**src/rtl/cache_axi_arbiter_if.sv**
```systemverilog
// Cache-to-bridge arbiter bus: icache/dcache request and return channels,
// flush, and the AXI bridge side. slave = arbiter, master = caches + bridge.
interface cache_axi_arbiter_if #(
    parameter int LEN_W  = 8,
    parameter int ADDR_W = 32
);
    logic              flush;
    // icache refill channel
    logic              i_ren;
    logic [ADDR_W-1:0] i_raddr;
    logic [LEN_W-1:0]  i_rlen;
    logic              i_ack;
    logic [ADDR_W-1:0] i_rdata;
    logic              i_rvalid;
    logic              i_rlast;
    // dcache read channel
    logic              d_ren;
    logic [ADDR_W-1:0] d_raddr;
    logic [LEN_W-1:0]  d_rlen;
    logic [3:0]        d_rsel;
    logic              d_ack;
    logic [ADDR_W-1:0] d_rdata;
    logic              d_rvalid;
    logic              d_rlast;
    // dcache write channel
    logic              d_wen;
    logic [ADDR_W-1:0] d_waddr;
    logic [LEN_W-1:0]  d_wlen;
    logic [3:0]        d_wsel;
    logic [ADDR_W-1:0] d_wdata;
    logic              d_wvalid;
    logic              d_wack;
    logic              d_wready;
    logic              d_wdone;
    // bridge side
    logic              cache_ce;
    logic              cache_ren;
    logic              cache_wen;
    logic [ADDR_W-1:0] cache_raddr;
    logic [ADDR_W-1:0] cache_waddr;
    logic [ADDR_W-1:0] cache_wdata;
    logic [3:0]        cache_rsel;
    logic [3:0]        cache_wsel;
    logic [LEN_W-1:0]  cacher_burst_length;
    logic [LEN_W-1:0]  cachew_burst_length;
    logic              cache_wvalid;
    logic              cache_wlast;
    logic [ADDR_W-1:0] rdata_i;
    logic              rdata_valid_i;
    logic              wdata_resp_i;
    logic              stallreq;

    modport slave (
        input  flush,
        input  i_ren, i_raddr, i_rlen,
        output i_ack, i_rdata, i_rvalid, i_rlast,
        input  d_ren, d_raddr, d_rlen, d_rsel,
        output d_ack, d_rdata, d_rvalid, d_rlast,
        input  d_wen, d_waddr, d_wlen, d_wsel, d_wdata, d_wvalid,
        output d_wack, d_wready, d_wdone,
        output cache_ce, cache_ren, cache_wen,
        output cache_raddr, cache_waddr, cache_wdata,
        output cache_rsel, cache_wsel,
        output cacher_burst_length, cachew_burst_length,
        output cache_wvalid, cache_wlast,
        input  rdata_i, rdata_valid_i, wdata_resp_i,
        output stallreq
    );

    modport master (
        output flush,
        output i_ren, i_raddr, i_rlen,
        input  i_ack, i_rdata, i_rvalid, i_rlast,
        output d_ren, d_raddr, d_rlen, d_rsel,
        input  d_ack, d_rdata, d_rvalid, d_rlast,
        output d_wen, d_waddr, d_wlen, d_wsel, d_wdata, d_wvalid,
        input  d_wack, d_wready, d_wdone,
        input  cache_ce, cache_ren, cache_wen,
        input  cache_raddr, cache_waddr, cache_wdata,
        input  cache_rsel, cache_wsel,
        input  cacher_burst_length, cachew_burst_length,
        input  cache_wvalid, cache_wlast,
        output rdata_i, rdata_valid_i, wdata_resp_i,
        input  stallreq
    );
endinterface

```
**src/rtl/cache_axi_arbiter.sv**
```systemverilog
// Arbitrates icache/dcache reads (round-robin) and dcache writes onto one
// AXI bridge. Ports: clk, rst (sync, active-high), bus (slave modport).
module cache_axi_arbiter #(
    parameter int LEN_W  = 8,
    parameter int ADDR_W = 32
) (
    input  logic              clk,
    input  logic              rst,
    cache_axi_arbiter_if.slave bus
);
    typedef enum logic [1:0] {R_IDLE, R_REQ, R_DATA, R_DONE} r_state_t;
    typedef enum logic [1:0] {W_IDLE, W_REQ, W_DATA} w_state_t;

    r_state_t          r_state;
    w_state_t          w_state;
    logic              r_is_d;
    logic              rr_d_first;
    logic [ADDR_W-1:0] r_addr;
    logic [ADDR_W-1:0] w_addr;
    logic [LEN_W-1:0]  r_len;
    logic [LEN_W-1:0]  r_cnt;
    logic [LEN_W-1:0]  w_len;
    logic [LEN_W-1:0]  w_cnt;
    logic [3:0]        r_sel;
    logic [3:0]        w_sel;

    logic d_ok;
    logic grant_d;
    logic grant_i;
    logic r_beat;
    logic r_end;
    logic w_beat;
    logic w_end;
    logic w_take;
    logic r_req;
    logic w_req;
    logic w_data;

    // A read of the line currently being written back must wait for it.
    assign d_ok = bus.d_ren &&
                  !(w_state != W_IDLE && bus.d_raddr == w_addr);

    always_comb begin
        grant_d = 1'b0;
        grant_i = 1'b0;
        if (r_state == R_IDLE && !bus.flush) begin
            if (d_ok && bus.i_ren) begin
                grant_d = rr_d_first;
                grant_i = !rr_d_first;
            end else begin
                grant_d = d_ok;
                grant_i = bus.i_ren;
            end
        end
    end

    assign r_beat = r_state == R_DATA && bus.rdata_valid_i && !bus.flush;
    assign r_end  = r_beat && r_cnt == r_len;
    assign w_beat = w_state == W_DATA && bus.wdata_resp_i && !bus.flush;
    assign w_end  = w_beat && w_cnt == w_len;
    assign w_take = w_state == W_IDLE && bus.d_wen && !bus.flush;

    always_ff @(posedge clk) begin
        if (rst) begin
            r_state    <= R_IDLE;
            r_is_d     <= 1'b0;
            rr_d_first <= 1'b1;
            r_addr     <= '0;
            r_len      <= '0;
            r_sel      <= '0;
            r_cnt      <= '0;
        end else if (bus.flush) begin
            r_state <= R_IDLE;
            r_cnt   <= '0;
        end else begin
            unique case (r_state)
                R_IDLE: begin
                    if (grant_d || grant_i) begin
                        r_state    <= R_REQ;
                        r_is_d     <= grant_d;
                        rr_d_first <= grant_i;
                        r_addr     <= grant_d ? bus.d_raddr : bus.i_raddr;
                        r_len      <= grant_d ? bus.d_rlen : bus.i_rlen;
                        r_sel      <= grant_d ? bus.d_rsel : 4'hF;
                        r_cnt      <= '0;
                    end
                end
                R_REQ: r_state <= R_DATA;
                R_DATA: begin
                    if (r_end) begin
                        r_state <= R_DONE;
                        r_cnt   <= '0;
                    end else if (r_beat) begin
                        r_cnt <= r_cnt + 1'b1;
                    end
                end
                R_DONE: r_state <= R_IDLE;
            endcase
        end
    end

    always_ff @(posedge clk) begin
        if (rst) begin
            w_state <= W_IDLE;
            w_addr  <= '0;
            w_len   <= '0;
            w_sel   <= '0;
            w_cnt   <= '0;
        end else if (bus.flush) begin
            w_state <= W_IDLE;
            w_cnt   <= '0;
        end else begin
            unique case (w_state)
                W_IDLE: begin
                    if (w_take) begin
                        w_state <= W_REQ;
                        w_addr  <= bus.d_waddr;
                        w_len   <= bus.d_wlen;
                        w_sel   <= bus.d_wsel;
                        w_cnt   <= '0;
                    end
                end
                W_REQ: w_state <= W_DATA;
                W_DATA: begin
                    if (w_end) begin
                        w_state <= W_IDLE;
                        w_cnt   <= '0;
                    end else if (w_beat) begin
                        w_cnt <= w_cnt + 1'b1;
                    end
                end
                default: w_state <= W_IDLE;
            endcase
        end
    end

    assign r_req  = r_state == R_REQ;
    assign w_req  = w_state == W_REQ;
    assign w_data = w_state == W_DATA;

    assign bus.i_ack    = grant_i;
    assign bus.d_ack    = grant_d;
    assign bus.i_rvalid = r_beat && !r_is_d;
    assign bus.d_rvalid = r_beat && r_is_d;
    assign bus.i_rlast  = bus.i_rvalid && r_cnt == r_len;
    assign bus.d_rlast  = bus.d_rvalid && r_cnt == r_len;
    assign bus.i_rdata  = bus.i_rvalid ? bus.rdata_i : '0;
    assign bus.d_rdata  = bus.d_rvalid ? bus.rdata_i : '0;

    assign bus.d_wack   = w_take;
    assign bus.d_wready = w_beat;
    assign bus.d_wdone  = w_end;

    assign bus.cache_ce  = r_req || w_req;
    assign bus.cache_ren = r_req;
    assign bus.cache_wen = w_req;
    assign bus.cache_raddr = r_req ? r_addr : '0;
    assign bus.cache_rsel  = r_req ? r_sel : 4'h0;
    assign bus.cacher_burst_length = r_req ? r_len : '0;
    assign bus.cache_waddr = w_req ? w_addr : '0;
    assign bus.cache_wsel  = w_req ? w_sel : 4'h0;
    assign bus.cachew_burst_length = w_req ? w_len : '0;

    assign bus.cache_wdata  = w_data ? bus.d_wdata : '0;
    assign bus.cache_wvalid = w_data && bus.d_wvalid;
    assign bus.cache_wlast  = w_data && w_cnt == w_len;

    assign bus.stallreq = r_state != R_IDLE || w_state != W_IDLE ||
                          bus.i_ren || bus.d_ren || bus.d_wen;
endmodule

```
**src/flat_wrapper.sv**
```systemverilog
// flat-port wrapper written by rule: the top's interface ports become plain ports
module cache_axi_arbiter_flat 
#(
    parameter int LEN_W  = 8,
    parameter int ADDR_W = 32
)
  (clk, rst, bus_flush, bus_i_ren, bus_i_raddr, bus_i_rlen, bus_i_ack, bus_i_rdata, bus_i_rvalid, bus_i_rlast, bus_d_ren, bus_d_raddr, bus_d_rlen, bus_d_rsel, bus_d_ack, bus_d_rdata, bus_d_rvalid, bus_d_rlast, bus_d_wen, bus_d_waddr, bus_d_wlen, bus_d_wsel, bus_d_wdata, bus_d_wvalid, bus_d_wack, bus_d_wready, bus_d_wdone, bus_cache_ce, bus_cache_ren, bus_cache_wen, bus_cache_raddr, bus_cache_waddr, bus_cache_wdata, bus_cache_rsel, bus_cache_wsel, bus_cacher_burst_length, bus_cachew_burst_length, bus_cache_wvalid, bus_cache_wlast, bus_rdata_i, bus_rdata_valid_i, bus_wdata_resp_i, bus_stallreq);
  cache_axi_arbiter_if #(.LEN_W(LEN_W), .ADDR_W(ADDR_W)) bus_i ();
  input  logic clk;
  input  logic rst;
  input wire logic [$bits(bus_i.flush)-1:0] bus_flush;
  input wire logic [$bits(bus_i.i_ren)-1:0] bus_i_ren;
  input wire logic [$bits(bus_i.i_raddr)-1:0] bus_i_raddr;
  input wire logic [$bits(bus_i.i_rlen)-1:0] bus_i_rlen;
  output wire logic [$bits(bus_i.i_ack)-1:0] bus_i_ack;
  output wire logic [$bits(bus_i.i_rdata)-1:0] bus_i_rdata;
  output wire logic [$bits(bus_i.i_rvalid)-1:0] bus_i_rvalid;
  output wire logic [$bits(bus_i.i_rlast)-1:0] bus_i_rlast;
  input wire logic [$bits(bus_i.d_ren)-1:0] bus_d_ren;
  input wire logic [$bits(bus_i.d_raddr)-1:0] bus_d_raddr;
  input wire logic [$bits(bus_i.d_rlen)-1:0] bus_d_rlen;
  input wire logic [$bits(bus_i.d_rsel)-1:0] bus_d_rsel;
  output wire logic [$bits(bus_i.d_ack)-1:0] bus_d_ack;
  output wire logic [$bits(bus_i.d_rdata)-1:0] bus_d_rdata;
  output wire logic [$bits(bus_i.d_rvalid)-1:0] bus_d_rvalid;
  output wire logic [$bits(bus_i.d_rlast)-1:0] bus_d_rlast;
  input wire logic [$bits(bus_i.d_wen)-1:0] bus_d_wen;
  input wire logic [$bits(bus_i.d_waddr)-1:0] bus_d_waddr;
  input wire logic [$bits(bus_i.d_wlen)-1:0] bus_d_wlen;
  input wire logic [$bits(bus_i.d_wsel)-1:0] bus_d_wsel;
  input wire logic [$bits(bus_i.d_wdata)-1:0] bus_d_wdata;
  input wire logic [$bits(bus_i.d_wvalid)-1:0] bus_d_wvalid;
  output wire logic [$bits(bus_i.d_wack)-1:0] bus_d_wack;
  output wire logic [$bits(bus_i.d_wready)-1:0] bus_d_wready;
  output wire logic [$bits(bus_i.d_wdone)-1:0] bus_d_wdone;
  output wire logic [$bits(bus_i.cache_ce)-1:0] bus_cache_ce;
  output wire logic [$bits(bus_i.cache_ren)-1:0] bus_cache_ren;
  output wire logic [$bits(bus_i.cache_wen)-1:0] bus_cache_wen;
  output wire logic [$bits(bus_i.cache_raddr)-1:0] bus_cache_raddr;
  output wire logic [$bits(bus_i.cache_waddr)-1:0] bus_cache_waddr;
  output wire logic [$bits(bus_i.cache_wdata)-1:0] bus_cache_wdata;
  output wire logic [$bits(bus_i.cache_rsel)-1:0] bus_cache_rsel;
  output wire logic [$bits(bus_i.cache_wsel)-1:0] bus_cache_wsel;
  output wire logic [$bits(bus_i.cacher_burst_length)-1:0] bus_cacher_burst_length;
  output wire logic [$bits(bus_i.cachew_burst_length)-1:0] bus_cachew_burst_length;
  output wire logic [$bits(bus_i.cache_wvalid)-1:0] bus_cache_wvalid;
  output wire logic [$bits(bus_i.cache_wlast)-1:0] bus_cache_wlast;
  input wire logic [$bits(bus_i.rdata_i)-1:0] bus_rdata_i;
  input wire logic [$bits(bus_i.rdata_valid_i)-1:0] bus_rdata_valid_i;
  input wire logic [$bits(bus_i.wdata_resp_i)-1:0] bus_wdata_resp_i;
  output wire logic [$bits(bus_i.stallreq)-1:0] bus_stallreq;
  assign bus_i.flush = bus_flush;
  assign bus_i.i_ren = bus_i_ren;
  assign bus_i.i_raddr = bus_i_raddr;
  assign bus_i.i_rlen = bus_i_rlen;
  assign bus_i_ack = bus_i.i_ack;
  assign bus_i_rdata = bus_i.i_rdata;
  assign bus_i_rvalid = bus_i.i_rvalid;
  assign bus_i_rlast = bus_i.i_rlast;
  assign bus_i.d_ren = bus_d_ren;
  assign bus_i.d_raddr = bus_d_raddr;
  assign bus_i.d_rlen = bus_d_rlen;
  assign bus_i.d_rsel = bus_d_rsel;
  assign bus_d_ack = bus_i.d_ack;
  assign bus_d_rdata = bus_i.d_rdata;
  assign bus_d_rvalid = bus_i.d_rvalid;
  assign bus_d_rlast = bus_i.d_rlast;
  assign bus_i.d_wen = bus_d_wen;
  assign bus_i.d_waddr = bus_d_waddr;
  assign bus_i.d_wlen = bus_d_wlen;
  assign bus_i.d_wsel = bus_d_wsel;
  assign bus_i.d_wdata = bus_d_wdata;
  assign bus_i.d_wvalid = bus_d_wvalid;
  assign bus_d_wack = bus_i.d_wack;
  assign bus_d_wready = bus_i.d_wready;
  assign bus_d_wdone = bus_i.d_wdone;
  assign bus_cache_ce = bus_i.cache_ce;
  assign bus_cache_ren = bus_i.cache_ren;
  assign bus_cache_wen = bus_i.cache_wen;
  assign bus_cache_raddr = bus_i.cache_raddr;
  assign bus_cache_waddr = bus_i.cache_waddr;
  assign bus_cache_wdata = bus_i.cache_wdata;
  assign bus_cache_rsel = bus_i.cache_rsel;
  assign bus_cache_wsel = bus_i.cache_wsel;
  assign bus_cacher_burst_length = bus_i.cacher_burst_length;
  assign bus_cachew_burst_length = bus_i.cachew_burst_length;
  assign bus_cache_wvalid = bus_i.cache_wvalid;
  assign bus_cache_wlast = bus_i.cache_wlast;
  assign bus_i.rdata_i = bus_rdata_i;
  assign bus_i.rdata_valid_i = bus_rdata_valid_i;
  assign bus_i.wdata_resp_i = bus_wdata_resp_i;
  assign bus_stallreq = bus_i.stallreq;
  cache_axi_arbiter #(.LEN_W(LEN_W), .ADDR_W(ADDR_W)) u_core (.clk(clk), .rst(rst), .bus(bus_i));
endmodule
```
**config.mk**
```make
export PLATFORM = sky130hd
export DESIGN_NAME = cache_axi_arbiter_flat
export DESIGN_NICKNAME = d
export VERILOG_FILES = /design/src/rtl/cache_axi_arbiter_if.sv /design/src/rtl/cache_axi_arbiter.sv /design/src/flat_wrapper.sv
export SDC_FILE = /design/constraint.sdc
export NUM_CORES = 1
export LEC_CHECK = 0
export CAP_MARGIN = 25
export CORE_AREA = 2 2 154 156
export DETAILED_ROUTE_END_ITERATION = 8
export DIE_AREA = 0 0 156 158
export HOLD_SLACK_MARGIN = 0.1
export PLACE_DENSITY = 0.6
export SLEW_MARGIN = 20
export SYNTH_ARGS = -nofsm -noshare
export SYNTH_HDL_FRONTEND = slang
export SYNTH_SLANG_ARGS = --single-unit
```
**constraint.sdc**
```tcl
create_clock -name clk -period 4.05 [get_ports clk]
set_input_delay 0.81 -clock clk [delete_from_list [all_inputs] [get_ports clk]]
set_output_delay 0.81 -clock clk [all_outputs]
set_load 0.02 [all_outputs]
```
# Yosys cells after proc, flatten, opt, wreduce, memory -nomap -nowiden
# Index checks and enable logic that the tools add are counted.
[word_totals]
wordCells = 100
input_bits = 201
output_inout_bits = 199
reg_bits = 110
[op_classes]
reduce_logical = 41
add_sub_neg = 2
muxes = 30
bitwise = 1
eq_ne = 14
[ops]
columns = ["op", "count"]
rows = [
  ["2-to-1 mux 32 bit", 6],
  ["2-to-1 mux 8 bit", 9],
  ["equality test 32 bit", 1],
  ["case mux 8 bit (2 select lines)", 2],
  ["logical AND 1 bit", 18],
  ["adder 8 x 1 -> 8 bit (second input constant)", 2],
  ["equality test 8 bit", 2],
  ["2-to-1 mux 4 bit", 3],
  ["AND reduction 3 bit", 4],
  ["2-to-1 mux 2 bit", 4],
  ["case mux 2 bit (4 select lines)", 1],
  ["nonzero test 2 bit", 4],
  ["equality test 2 bit (second input constant)", 3],
  ["logical OR 1 bit", 6],
  ["!= test 2 bit (second input constant)", 3],
  ["case mux 2 bit (3 select lines)", 1],
  ["equality test 2 x 1 -> 1 bit (second input constant)", 2],
  ["logical NOT 1 bit", 4],
  ["logical NOT 2 bit", 2],
  ["2-to-1 mux 1 bit", 4],
  ["AND reduction 2 bit", 2],
  ["!= test 3 x 1 -> 1 bit (second input constant)", 1],
  ["!= test 3 x 2 -> 1 bit (second input constant)", 1],
  ["!= test 2 x 1 -> 1 bit (second input constant)", 1],
  ["2 further kinds", 2],
]

# Logic depth before layout (Yosys ltp)
[depth]
depth_word = 10
mapped_depth = 8
ltp_nobuf = 8

# Worst setup path after synthesis
# OpenSTA, ideal clock, no wires.
[synth_path]
path_kind = "input port to output port"
startpoint = "in bus_d_raddr[6]"
endpoint = "out bus_i_ack"
arrival_time_ns = 2.402
path_slack_ns = 0.838
n_path_buf = 0
stages = 5
required_time_ns = 3.240
path_cell_list = "xor2_1 or4_4 nor4_4 a31oi_4 a21oi_1"
[synth_via]
elab_chain_cells = 7
[synth_lines]
columns = ["element", "line_no", "source"]
rows = [
  ["from (decl)", "flat_wrapper.sv:20", "input wire logic [$bits(bus_i.d_raddr)-1:0] bus_d_raddr;"],
  ["equality test 32 bit", "cache_axi_arbiter.sv:41", "!(w_state != W_IDLE && bus.d_raddr == w_addr);"],
  ["logical AND 1 bit", "cache_axi_arbiter.sv:41", ""],
  ["logical NOT 1 bit", "cache_axi_arbiter.sv:41", ""],
  ["logical AND 1 bit", "cache_axi_arbiter.sv:40", "assign d_ok = bus.d_ren &&"],
  ["logical AND 1 bit", "cache_axi_arbiter.sv:47", "if (d_ok && bus.i_ren) begin"],
  ["2-to-1 mux 1 bit", "cache_axi_arbiter.sv:47", ""],
  ["2-to-1 mux 1 bit", "cache_axi_arbiter.sv:46", "if (r_state == R_IDLE && !bus.flush) begin"],
  ["to (decl)", "flat_wrapper.sv:15", "output wire logic [$bits(bus_i.i_ack)-1:0] bus_i_ack;"],
]
# Every way passes these cells.

# Final worst setup path
# Ends and elaborated chain as after synthesis.

==> impl_metrics.csv <==
group,metric,value,unit
setup_path,worst-path-max-fanout,2,
clock_network,numCtsBuffers,9,
setup_path,r2r_end,"u_core.r_addr[20]",
final_layout,fill_cells,2258,
setup_path,startpoint_type,"input pin",
die,dieArea,24650,um2
pwr,total_power,2.656,mW
clock_network,cts.sinks,110,
clock_network,htree_levels,3,
synth,synth_area,6479,um2
synth,synthCells,788,
global_route,grt.overflow.total,0,
detailed_routing,first_pass_iters,5,
run,maxCapViolations,0,
clock_network,cts_tree,"done",
die,chipHeight,158,um
detailed_routing,wl_per_cell,19.66,um
synth,syn_nets,994,
hold_path,hp-class,"reg -> reg",
sta,post-route-period-util,0.9687,
detailed_routing,drc,0,
sta,hold_viol_final,0,
sta,tightest_slew,808.9,ps
sta,setup_slack,126.9,ps
synth,synthFlopType,"dfxtp_1",
placed_design,dp_worst_setup_slack,-207.8,ps
die,dieWidth,156,um
setup_path,worst-setup-path-type,"in -> out",
sta,fmax,0.2549,GHz
die,rows,56,
synth,synth_top_cell_area_share,0.3399,
setup_path,rr_startpoint,"u_core.w_addr[6]",
synth,yosys-top-cells-area,"dfxtp_1 (34%), and2_1 (18%), nand2_1 (6.0%), nor4b_1 (5.4%), xnor2_1 (4.9%)",
synth,synth.avg_cell_area,8.222,um2
setup_path,startpoint,"bus_d_raddr[6]",
synth,synth.most_common_cell,"and2_1",
global_route,grt_start_max_net_pins,61,
pwr,power_density,239.1,nW/um2
detailed_routing,drt_iter0_drc,429,
sta,slew_viol_final,0,
setup_path,cp_cell_sequence,"clkdlybuf4s50_1 -> xor2_1 -> or4_4 -> nor4_4 -> a31oi_4 -> a21oi_1 -> buf_4 -> dlygate4sd2_1",
clock_network,cts_buffer_depth,2,
synth,synth_warnings,0,
synth,synth_edf_count,0,
setup_path,required,3240,ps
global_route,grtUsageTotal,0.2212,
global_route,antenna_found_initial,3,
setup_path,cp_slowest_cell,"or4_4",
die,core,23050,um2
final_layout,fin_nets,1378,
sta,rsz0062_at_grt,"no",
detailed_routing,routed_wl,28.85,mm
setup_path,ff2ff_setup_slack,1380,ps
placed_design,hpwl,22.42,mm
setup_path,cp_data_arrival_time,3110,ps
setup_path,reg2regPathDepth,8,
clock_network,post_cts_buffers,0,
clock_network,clock_latency,360,ps
global_route,grt_pass1_wl,41.06,mm
final_layout,n_antenna_cell,0,
synth,ys_top_cells_by_count,"and2_1 (185), dfxtp_1 (110), nand2_1 (104), a21oi_1 (49), clkbuf_1 (48)",
detailed_routing,routed_via_density,4.804,
setup_path,cp-end-kind,"output pin",
detailed_routing,detail-route-antenna-nets,0,
final_layout,seq_area,2202,um2
sta,relSlewSlack,0.4561,
pwr,vdd_drop_max,0.1898,mV
setup_path,max_stage_delay,560,ps
run_status,status,"completed",
final_layout,syn2layout_area_growth,71.48,%
global_route,grt_pass1_vias,6799,
setup_path,endpoint,"bus_i_ack",
die,start_util,0.2810,
final_layout,drive_gt1_frac,0.07392,
final_layout,multiInputGateArea,3976,um2
placed_design,place_congestion,0.8600,
detailed_routing,via_count,7047,
clock_network,clkTransAtPathRegs,80,ps
clock_network,root_buffer,"clkbuf_16",
sta,min_period,3923,ps
sta,setup_viol,0,
synth,seq_area_frac_synth,0.3399,
placed_design,numPortBuffers,399,
synth,ys_ff_latch,110,
die,io_pins,400,
synth,synth_cell_types,52,
synth,synth_async_sr_flop_share,0,
sta,skew,15.45,ps
synth,synth_top_area_cell,"dfxtp_1",
pwr,p_leak,4.052,nW
worst max-delay path: cells and delay by family:
| kind | cells | cell delay [ps] |
|---|---|---|
| compound gates | 2 | 320 |
| xor+xnor | 1 | 190 |
| buf+inv | 3 | 910 |
| simple gates | 2 | 870 |
repair_timing:
action | 4_1_cts | 5_1_grt
endpoints found under the setup margin | 1 | 1
endpoints found under the hold margin | 0 | 0
resized for setup | 1 | 0
hold buffers | 0 | 0
pin swaps | 0 | 1
layer usage:
layer  wire length, um  share of wire  track usage  vias up
li1                  -              -            -     3492
met1             11120           0.39       0.2447     3242
met2             14940           0.52       0.4155      278
met3              2280          0.079      0.06378       33
met4               492          0.017      0.05505        2
met5                13        0.00045            0        -
state kept, by name, indices dropped and copies added (netlist names):
register	cells
u_core.r_addr	32
u_core.w_addr	32
u_core.r_cnt	8
u_core.r_len	8
u_core.w_cnt	8
u_core.w_len	8
u_core.r_sel	4
u_core.w_sel	4
u_core.r_state	2
u_core.w_state	2
u_core.r_is_d	1
u_core.rr_d_first	1
report_power, final:
| group | switching (mW) | internal, mW | total, mW |
|---|---|---|---|
| sequential | 0.0544 | 1.14 | 1.20 |
| combinational | 0.256 | 0.334 | 0.590 |
| clock | 0.445 | 0.424 | 0.869 |
| total | 0.756 | 1.90 | 2.66 |
how the worst min path moves through the flow:
stage	from	end	slack, ps	cells after the start
floorplan	u_core.r_sel[0]	u_core.r_sel[0]	430	2
global placement	u_core.w_sel[1]	u_core.w_sel[1]	440	2
detailed placement	u_core.w_sel[2]	u_core.w_sel[2]	440	2
CTS	u_core.w_sel[2]	u_core.w_sel[2]	450	2
global route	u_core.w_sel[2]	u_core.w_sel[2]	470	2
finish	u_core.w_sel[2]	u_core.w_sel[2]	450	2
through the flow:
step / cell area (um2) / TNS [ps] / hold slack, ps / cells / util
after floorplan: 6479 / 0 / 429.2 / 788 / -
after global placement: 10840 / -160.8 / 439.1 / 1451 / 0.4701
final: 11110 / 0 / 454.1 / 1467 / 0.4819
after global routing: 11110 / 0 / 469.6 / 1467 / 0.4819
after detailed placement: 10840 / -207.8 / 443.3 / 1451 / 0.4701
after CTS: 11110 / 0 / 454.9 / 1467 / 0.4819
final cells by class:
cell class / count / area share
clock buffer: 10 / 0.02061
clock inverter: 6 / 0.004055
tap: 290 / 0.03266
multi-input combinational: 609 / 0.3579
sequential: 110 / 0.1982
timing repair buffer: 431 / 0.3828
inverter: 11 / 0.003717
placed cells by master, fill, tap and decap left out, types with 6 or more instances in the layout:
cell | synthesis | final
a221o_2 | 21 | 21
nor3_1 | 12 | 10
buf_4 | 0 | 32
nand2b_1 | 6 | 6
nor4b_1 | 40 | 40
dfxtp_1 | 110 | 110
nand2_1 | 104 | 104
nand4_1 | 9 | 9
clkbuf_16 | 0 | 9
a21oi_1 | 49 | 49
clkdlybuf4s50_1 | 0 | 396
a221o_1 | 19 | 19
inv_1 | 10 | 10
xor2_1 | 20 | 20
nor2_1 | 29 | 29
o21ai_0 | 9 | 9
xnor2_1 | 36 | 36
and2_1 | 185 | 185
cell families after synthesis:
kind of cell,after synthesis,share of synthesized area
AOI/OAI and AO/OA,124,0.1481
xor gates and xnor gates,56,0.07570
adders and majority gates,5,0.009656
buffers and inverters,69,0.04944
DFF,110,0.3399
muxes,2,0.003090
and+or+nand+nor,422,0.3741
Note: power is estimated with default switching activity, not from simulation.
